### src/rtl/mii_rx_nibble_packer.sv
// mii_rx_nibble_packer
// Converts the 4-bit MII receive stream into a framed byte stream for the MAC.
// It strips the preamble and SFD, then pairs data nibbles low-first into bytes.
// It flags SOF on the first byte and pulses EOF with error and length after the frame.
//
// Optional feature: define MII_RX_STATS_EN to keep saturating good/bad frame counters.
//
// Ports:
//   clock          receive clock (PHY rx clock)
//   reset          synchronous, active-low reset
//   io_mii_rxd     MII receive nibble
//   io_mii_rx_dv   MII receive data valid
//   io_mii_rx_er   MII receive error
//   io_rx_data     assembled byte, qualified by io_rx_valid
//   io_rx_valid    one-cycle byte strobe
//   io_rx_sof      first byte of the frame (with io_rx_valid)
//   io_rx_eof      one-cycle end-of-frame strobe, never with io_rx_valid
//   io_rx_err      frame error, qualified by io_rx_eof
//   io_rx_len      bytes emitted for the frame, qualified by io_rx_eof
//   io_stat_good   frames ended without error (0 unless MII_RX_STATS_EN)
//   io_stat_bad    frames ended with error (0 unless MII_RX_STATS_EN)
module mii_rx_nibble_packer #(
  parameter int unsigned MAX_BYTES = 1522,
  parameter int unsigned LEN_W     = 16
) (
  input  logic             clock,
  input  logic             reset,
  input  logic [3:0]       io_mii_rxd,
  input  logic             io_mii_rx_dv,
  input  logic             io_mii_rx_er,
  output logic [7:0]       io_rx_data,
  output logic             io_rx_valid,
  output logic             io_rx_sof,
  output logic             io_rx_eof,
  output logic             io_rx_err,
  output logic [LEN_W-1:0] io_rx_len,
  output logic [31:0]      io_stat_good,
  output logic [31:0]      io_stat_bad
);

  typedef enum logic [1:0] {StIdle, StPreamble, StData, StDrop} state_e;

  localparam logic [LEN_W-1:0] MaxLen = LEN_W'(MAX_BYTES);

  // Frame-tracking state
  state_e           r_state, w_state_d;
  logic             r_armed, w_armed_d;
  logic [LEN_W-1:0] r_len, w_len_d;
  logic             r_err, w_err_d;
  logic             r_phase, w_phase_d;
  logic [3:0]       r_lo, w_lo_d;
  logic             r_first, w_first_d;

  // First pipeline stage: events decided at the sampling edge
  logic             r_byte_vld, w_byte_vld_d;
  logic [7:0]       r_byte, w_byte_d;
  logic             r_byte_sof, w_byte_sof_d;
  logic             r_end, w_end_d;
  logic             r_end_err, w_end_err_d;
  logic [LEN_W-1:0] r_end_len, w_end_len_d;

  // Output stage: events appear one edge after they were decided
  logic             r_rx_valid;
  logic [7:0]       r_rx_data;
  logic             r_rx_sof;
  logic             r_rx_eof;
  logic             r_rx_err;
  logic [LEN_W-1:0] r_rx_len;

  always_comb begin
    w_state_d    = r_state;
    // Arm only after a quiet cycle so a reset released mid-frame is ignored.
    w_armed_d    = r_armed | ~io_mii_rx_dv;
    w_len_d      = r_len;
    w_err_d      = r_err;
    w_phase_d    = r_phase;
    w_lo_d       = r_lo;
    w_first_d    = r_first;
    w_byte_vld_d = 1'b0;
    w_byte_d     = 8'h00;
    w_byte_sof_d = 1'b0;
    w_end_d      = 1'b0;
    w_end_err_d  = 1'b0;
    w_end_len_d  = '0;

    unique case (r_state)
      StIdle: begin
        if (io_mii_rx_dv && r_armed) begin
          w_state_d = (io_mii_rxd == 4'h5) ? StPreamble : StDrop;
        end
      end
      StPreamble: begin
        if (!io_mii_rx_dv) begin
          w_state_d = StIdle;
        end else if (io_mii_rxd == 4'h5) begin
          w_state_d = StPreamble;
        end else if (io_mii_rxd == 4'hD) begin
          w_state_d = StData;
          w_len_d   = '0;
          w_err_d   = 1'b0;
          w_phase_d = 1'b0;
          w_first_d = 1'b1;
        end else begin
          w_state_d = StDrop;
        end
      end
      StData: begin
        if (io_mii_rx_dv) begin
          w_phase_d = ~r_phase;
          if (!r_phase) begin
            w_lo_d = io_mii_rxd;
          end else if (r_len < MaxLen) begin
            w_byte_vld_d = 1'b1;
            w_byte_d     = {io_mii_rxd, r_lo};
            w_byte_sof_d = r_first;
            w_first_d    = 1'b0;
            w_len_d      = r_len + LEN_W'(1);
          end else begin
            w_err_d = 1'b1;
          end
          if (io_mii_rx_er) begin
            w_err_d = 1'b1;
          end
        end else begin
          // A pending low nibble at frame end is a dribble nibble.
          w_end_d     = 1'b1;
          w_end_err_d = r_err | r_phase | io_mii_rx_er;
          w_end_len_d = r_len;
          w_state_d   = StIdle;
        end
      end
      StDrop: begin
        if (!io_mii_rx_dv) begin
          w_state_d = StIdle;
        end
      end
      default: w_state_d = StIdle;
    endcase
  end

  always_ff @(posedge clock) begin
    if (!reset) begin
      r_state    <= StIdle;
      r_armed    <= 1'b0;
      r_len      <= '0;
      r_err      <= 1'b0;
      r_phase    <= 1'b0;
      r_lo       <= 4'h0;
      r_first    <= 1'b0;
      r_byte_vld <= 1'b0;
      r_byte     <= 8'h00;
      r_byte_sof <= 1'b0;
      r_end      <= 1'b0;
      r_end_err  <= 1'b0;
      r_end_len  <= '0;
      r_rx_valid <= 1'b0;
      r_rx_data  <= 8'h00;
      r_rx_sof   <= 1'b0;
      r_rx_eof   <= 1'b0;
      r_rx_err   <= 1'b0;
      r_rx_len   <= '0;
    end else begin
      r_state    <= w_state_d;
      r_armed    <= w_armed_d;
      r_len      <= w_len_d;
      r_err      <= w_err_d;
      r_phase    <= w_phase_d;
      r_lo       <= w_lo_d;
      r_first    <= w_first_d;
      r_byte_vld <= w_byte_vld_d;
      r_byte     <= w_byte_d;
      r_byte_sof <= w_byte_sof_d;
      r_end      <= w_end_d;
      r_end_err  <= w_end_err_d;
      r_end_len  <= w_end_len_d;
      r_rx_valid <= r_byte_vld;
      r_rx_data  <= r_byte;
      r_rx_sof   <= r_byte_sof;
      r_rx_eof   <= r_end;
      r_rx_err   <= r_end_err;
      r_rx_len   <= r_end_len;
    end
  end

  assign io_rx_valid = r_rx_valid;
  assign io_rx_data  = r_rx_data;
  assign io_rx_sof   = r_rx_sof;
  assign io_rx_eof   = r_rx_eof;
  assign io_rx_err   = r_rx_err;
  assign io_rx_len   = r_rx_len;

`ifdef MII_RX_STATS_EN
  logic [31:0] r_stat_good;
  logic [31:0] r_stat_bad;

  // Counters follow the EOF strobe and saturate instead of wrapping.
  always_ff @(posedge clock) begin
    if (!reset) begin
      r_stat_good <= 32'h0;
      r_stat_bad  <= 32'h0;
    end else if (r_rx_eof) begin
      if (r_rx_err) begin
        if (r_stat_bad != 32'hFFFF_FFFF) r_stat_bad <= r_stat_bad + 32'd1;
      end else begin
        if (r_stat_good != 32'hFFFF_FFFF) r_stat_good <= r_stat_good + 32'd1;
      end
    end
  end

  assign io_stat_good = r_stat_good;
  assign io_stat_bad  = r_stat_bad;
`else
  assign io_stat_good = 32'h0;
  assign io_stat_bad  = 32'h0;
`endif

endmodule
### config.mk
export PLATFORM = sky130hd
export DESIGN_NAME = mii_rx_nibble_packer
export DESIGN_NICKNAME = d
export VERILOG_FILES = /design/src/rtl/mii_rx_nibble_packer.sv
export SDC_FILE = /design/constraint.sdc
export NUM_CORES = 1
export LEC_CHECK = 0
export ABC_AREA = 0
export CAP_MARGIN = 20
export CORE_ASPECT_RATIO = 0.7
export CORE_MARGIN = 4
export CORE_UTILIZATION = 50
export DETAILED_ROUTE_END_ITERATION = 7
export HOLD_SLACK_MARGIN = 0.1
export PLACE_DENSITY_LB_ADDON = 0.08
export SYNTH_ARGS = -nofsm -noshare
export SYNTH_HDL_FRONTEND = slang
export SYNTH_SLANG_ARGS = --single-unit
### constraint.sdc
create_clock -name clock -period 3.6 [get_ports clock]
set_clock_uncertainty 0.05 [all_clocks]
set_input_delay 0.36 -clock clock [delete_from_list [all_inputs] [get_ports clock]]
set_output_delay 0.36 -clock clock [all_outputs]
set_load 0.02 [all_outputs]
==> summary.txt <==
DRT Wirelength: 5130 µm
Flops & latches, synth: 82
Clk root buf: clkbuf_8
R2r setup slk: 1.36 ns
Worst Reg-to-Reg Cells: 5
Drt initial violations: 84
Final Cycle Share: 62.1%
Commonest cells in the synthesized netlist: dfxtp_1, buf_4, and2_1, a21oi_1, nand2_1
CP Data Arrival Time: 2.42 ns
Clk sink count: 82
GRT Total Usage: 13.4%
Vias in the first global route: 1,682
Count leader, synth: dfxtp_1
First-pass GRT wire length: 8160 µm
Die Height: 74.9 µm
Crit path buffers/inverters: 0
Area Growth Syn to Fin: 12.5%
CTS H-Tree Depth: 3
Hold Path Class: reg -> reg
Vias: 2,006
FF-to-FF End: r_len[14]
Area leader, netlist: dfxtp_1
PnR Total Power: 1.78 mW
Fin nets: 368
Max Cap Viol: 0
Fraction of registers with async set/reset: 0%
Mapped Avg Cell Area: 9.96 µm²
Synth Instances: 321
Critical Path Start Type: register
FP Rows: 24
Mapped Area: 3200 µm²
Worst flop-to-flop path startpoint: r_len[2]
Worst setup endpoint: r_len[14]
Die Width: 104 µm
Max Transition Viols Final: 0
GPL Wtd Cong: 0.784
Clock-pin slew on the worst setup and hold paths: 0.08 ns
Number of routed nets with antenna violations: 0
Pwr per Cell Area: 494 nW/µm²
Post-DP HPWL: 3600 µm
Sequential fraction of the synthesis area: 51.4%
Run status: finished, final reports clean
Postcts setup bufs: 0
Core Area: 6220 µm²
WL/cell: 11.6 µm
Final Hold Vio Count: 0
Slew HR: 52.8%
Pin count of the biggest net entering global routing: 38
Layout cells sized above 1: 5.79%
Peak per-stage delay on the critical path: 0.57 ns
Unrepaired setup endpoints after global routing: no
DIE AREA: 7750 µm²
Antenna Cells: 0
Number of CTS-inserted buffers: 9
Pre-Repair DR Iteration Count: 4
Critical path depth: 5
Slowest cell on crit path: or4b_4
Peak supply drop: 0.247 mV
Worst-margin pin slew: 0.702 ns
Io pins: 100
Initial Utilization: 51.4%
Crit. Startpoint: r_len[2]
Port buffer count: 35
Cell family with most CP delay: simple AND/OR/NAND/NOR gates
Final setup vio count: 0
Cts hold-fix bufs: 0
CTS Buffer Depth: 2
Setup TNS: 0 ns
Drt drc: 0
Category of the worst setup path capture point: register
Largest cells by area after synthesis: dfxtp_1, buf_4, and2_1, a21oi_1, or3_1
Overflow after GRT: 0
Yosys top cell area share: 51.4%
CP cell instances: nor3_1, or4b_4, a31oi_4, nor4_1, o21a_1
Initial antenna violation count: 0
Ys Warns: 0
Post_cts resized: 0
Vias per inst: 4.55
Post-synth EDFFs: 0
Fmax: 447 MHz
WS Path Type: reg -> reg
CTS tree: built
Skew-Pair Late Insertion Delay: 0.34 ns
Leak: 1.45 nW
Worst-path fanout max: 25
Tmin final: 2.24 ns
Main synth FF type: dfxtp_1
Post-synth cell types: 39
Worst EP required: 3.79 ns
-- layout make-up --
class | count | area [µm²]
clock buffers | 10 | 128
clock inverters | 5 | 104
fillers | 552 | 2620
inverters | 7 | 26.3
multi-input cells | 222 | 1230
flip-flops and latches | 82 | 1640
well taps | 78 | 97.6
repair buffers | 37 | 365
-- per-layer routing --
| layer | share of wire (%) | GRT usage, % | wire length (µm) | vias up |
|---|---|---|---|---|
| met5 | 0 | 0 | 0 | - |
| met4 | 1.9 | 6.19 | 97 | 0 |
| met3 | 8.2 | 5.06 | 422 | 10 |
| met2 | 40 | 19.5 | 2040 | 85 |
| met1 | 50 | 18.1 | 2580 | 891 |
| li1 | - | - | - | 1020 |
-- cells by family (layout without fill, tap and decap cells) --
group | count (synthesis) | after routing | synth area share (%)
and+or+nand+nor | 116 | 116 | 22.0
AOI/OAI and AO/OA | 37 | 37 | 7.36
muxes | 4 | 4 | 1.25
other | 1 | 64 | 0.117
DFF | 82 | 82 | 51.4
adders and majority gates | 1 | 1 | 0.391
buffers and inverters | 80 | 59 | 17.5
-- power by group --
group          switching, mW  leakage, nW  internal (mW)
registers            0.00422        0.661          0.910
logic                 0.0819        0.668         0.0150
clock network          0.307        0.116          0.457
-- worst reg2reg max path, stage by stage (launching register included) --
cell,delay [ns]
dfxtp_1,0.54
nor3_1,0.11
or4b_4,0.57
a31oi_4,0.54
nor4_1,0.14
o21a_1,0.19
-- worst min path at each step --
stage                              from            end  slack, ns  cells past startpoint
final                        r_byte_vld    io_rx_valid       0.38                      1
after global routing      r_end_len[13]  io_rx_len[13]       0.40                      1
after CTS                    r_byte_vld    io_rx_valid       0.38                      1
after detailed placement      r_byte[5]  io_rx_data[5]       0.37                      1
after global placement        r_byte[4]  io_rx_data[4]       0.36                      1
after floorplan               r_byte[0]  io_rx_data[0]       0.36                      1
-- state kept, by name, summed over array words and instances (netlist names) --
register     cells
io_rx_data       8
io_rx_eof        1
io_rx_err        1
io_rx_len       16
io_rx_sof        1
io_rx_valid      1
r_armed          1
r_byte           8
r_byte_sof       1
r_byte_vld       1
r_end            1
r_end_err        1
r_end_len       16
r_err            1
r_first          1
r_len           16
r_lo             4
r_phase          1
r_state          2
-- through the flow --
| stage | hold slack (ns) | instance area, µm² | worst slack, ns | util (%) | cells |
|---|---|---|---|---|---|
| 2_1_floorplan | 0.362 | 3430 | 1.79 | - | 384 |
| 3_3_place_gp | 0.364 | 3360 | 1.17 | 54.1 | 426 |
| 3_5_place_dp | 0.367 | 3360 | 1.10 | 54.1 | 426 |
| 4_1_cts | 0.383 | 3590 | 1.39 | 57.8 | 441 |
| 5_1_grt | 0.401 | 3590 | 1.24 | 57.8 | 441 |
| 6_report | 0.383 | 3590 | 1.36 | 57.8 | 441 |
-- placed cells by master (no fill, tap or decap), drive strengths merged --
cell type,count
nor4,4
clkdlybuf4s50,35
and3b,1
o22ai,1
or3,7
and2,53
nor2b,2
and4,2
or4,4
dfxtp,82
nor3,3
ha,1
nand2b,1
o311ai,1
a31oi,1
mux2i,4
a21oi,16
nand3,7
o31ai,3
or4b,2
buf,2
clkbuf,10
nor2,8
o2111ai,1
clkinv,3
nand2,11
o21ai,9
o21a,4
nand4,4
nor4b,1
o31a,1
and3,6
bufinv,3
inv,6
conb,64
Note: power is estimated with default switching activity, not from simulation.
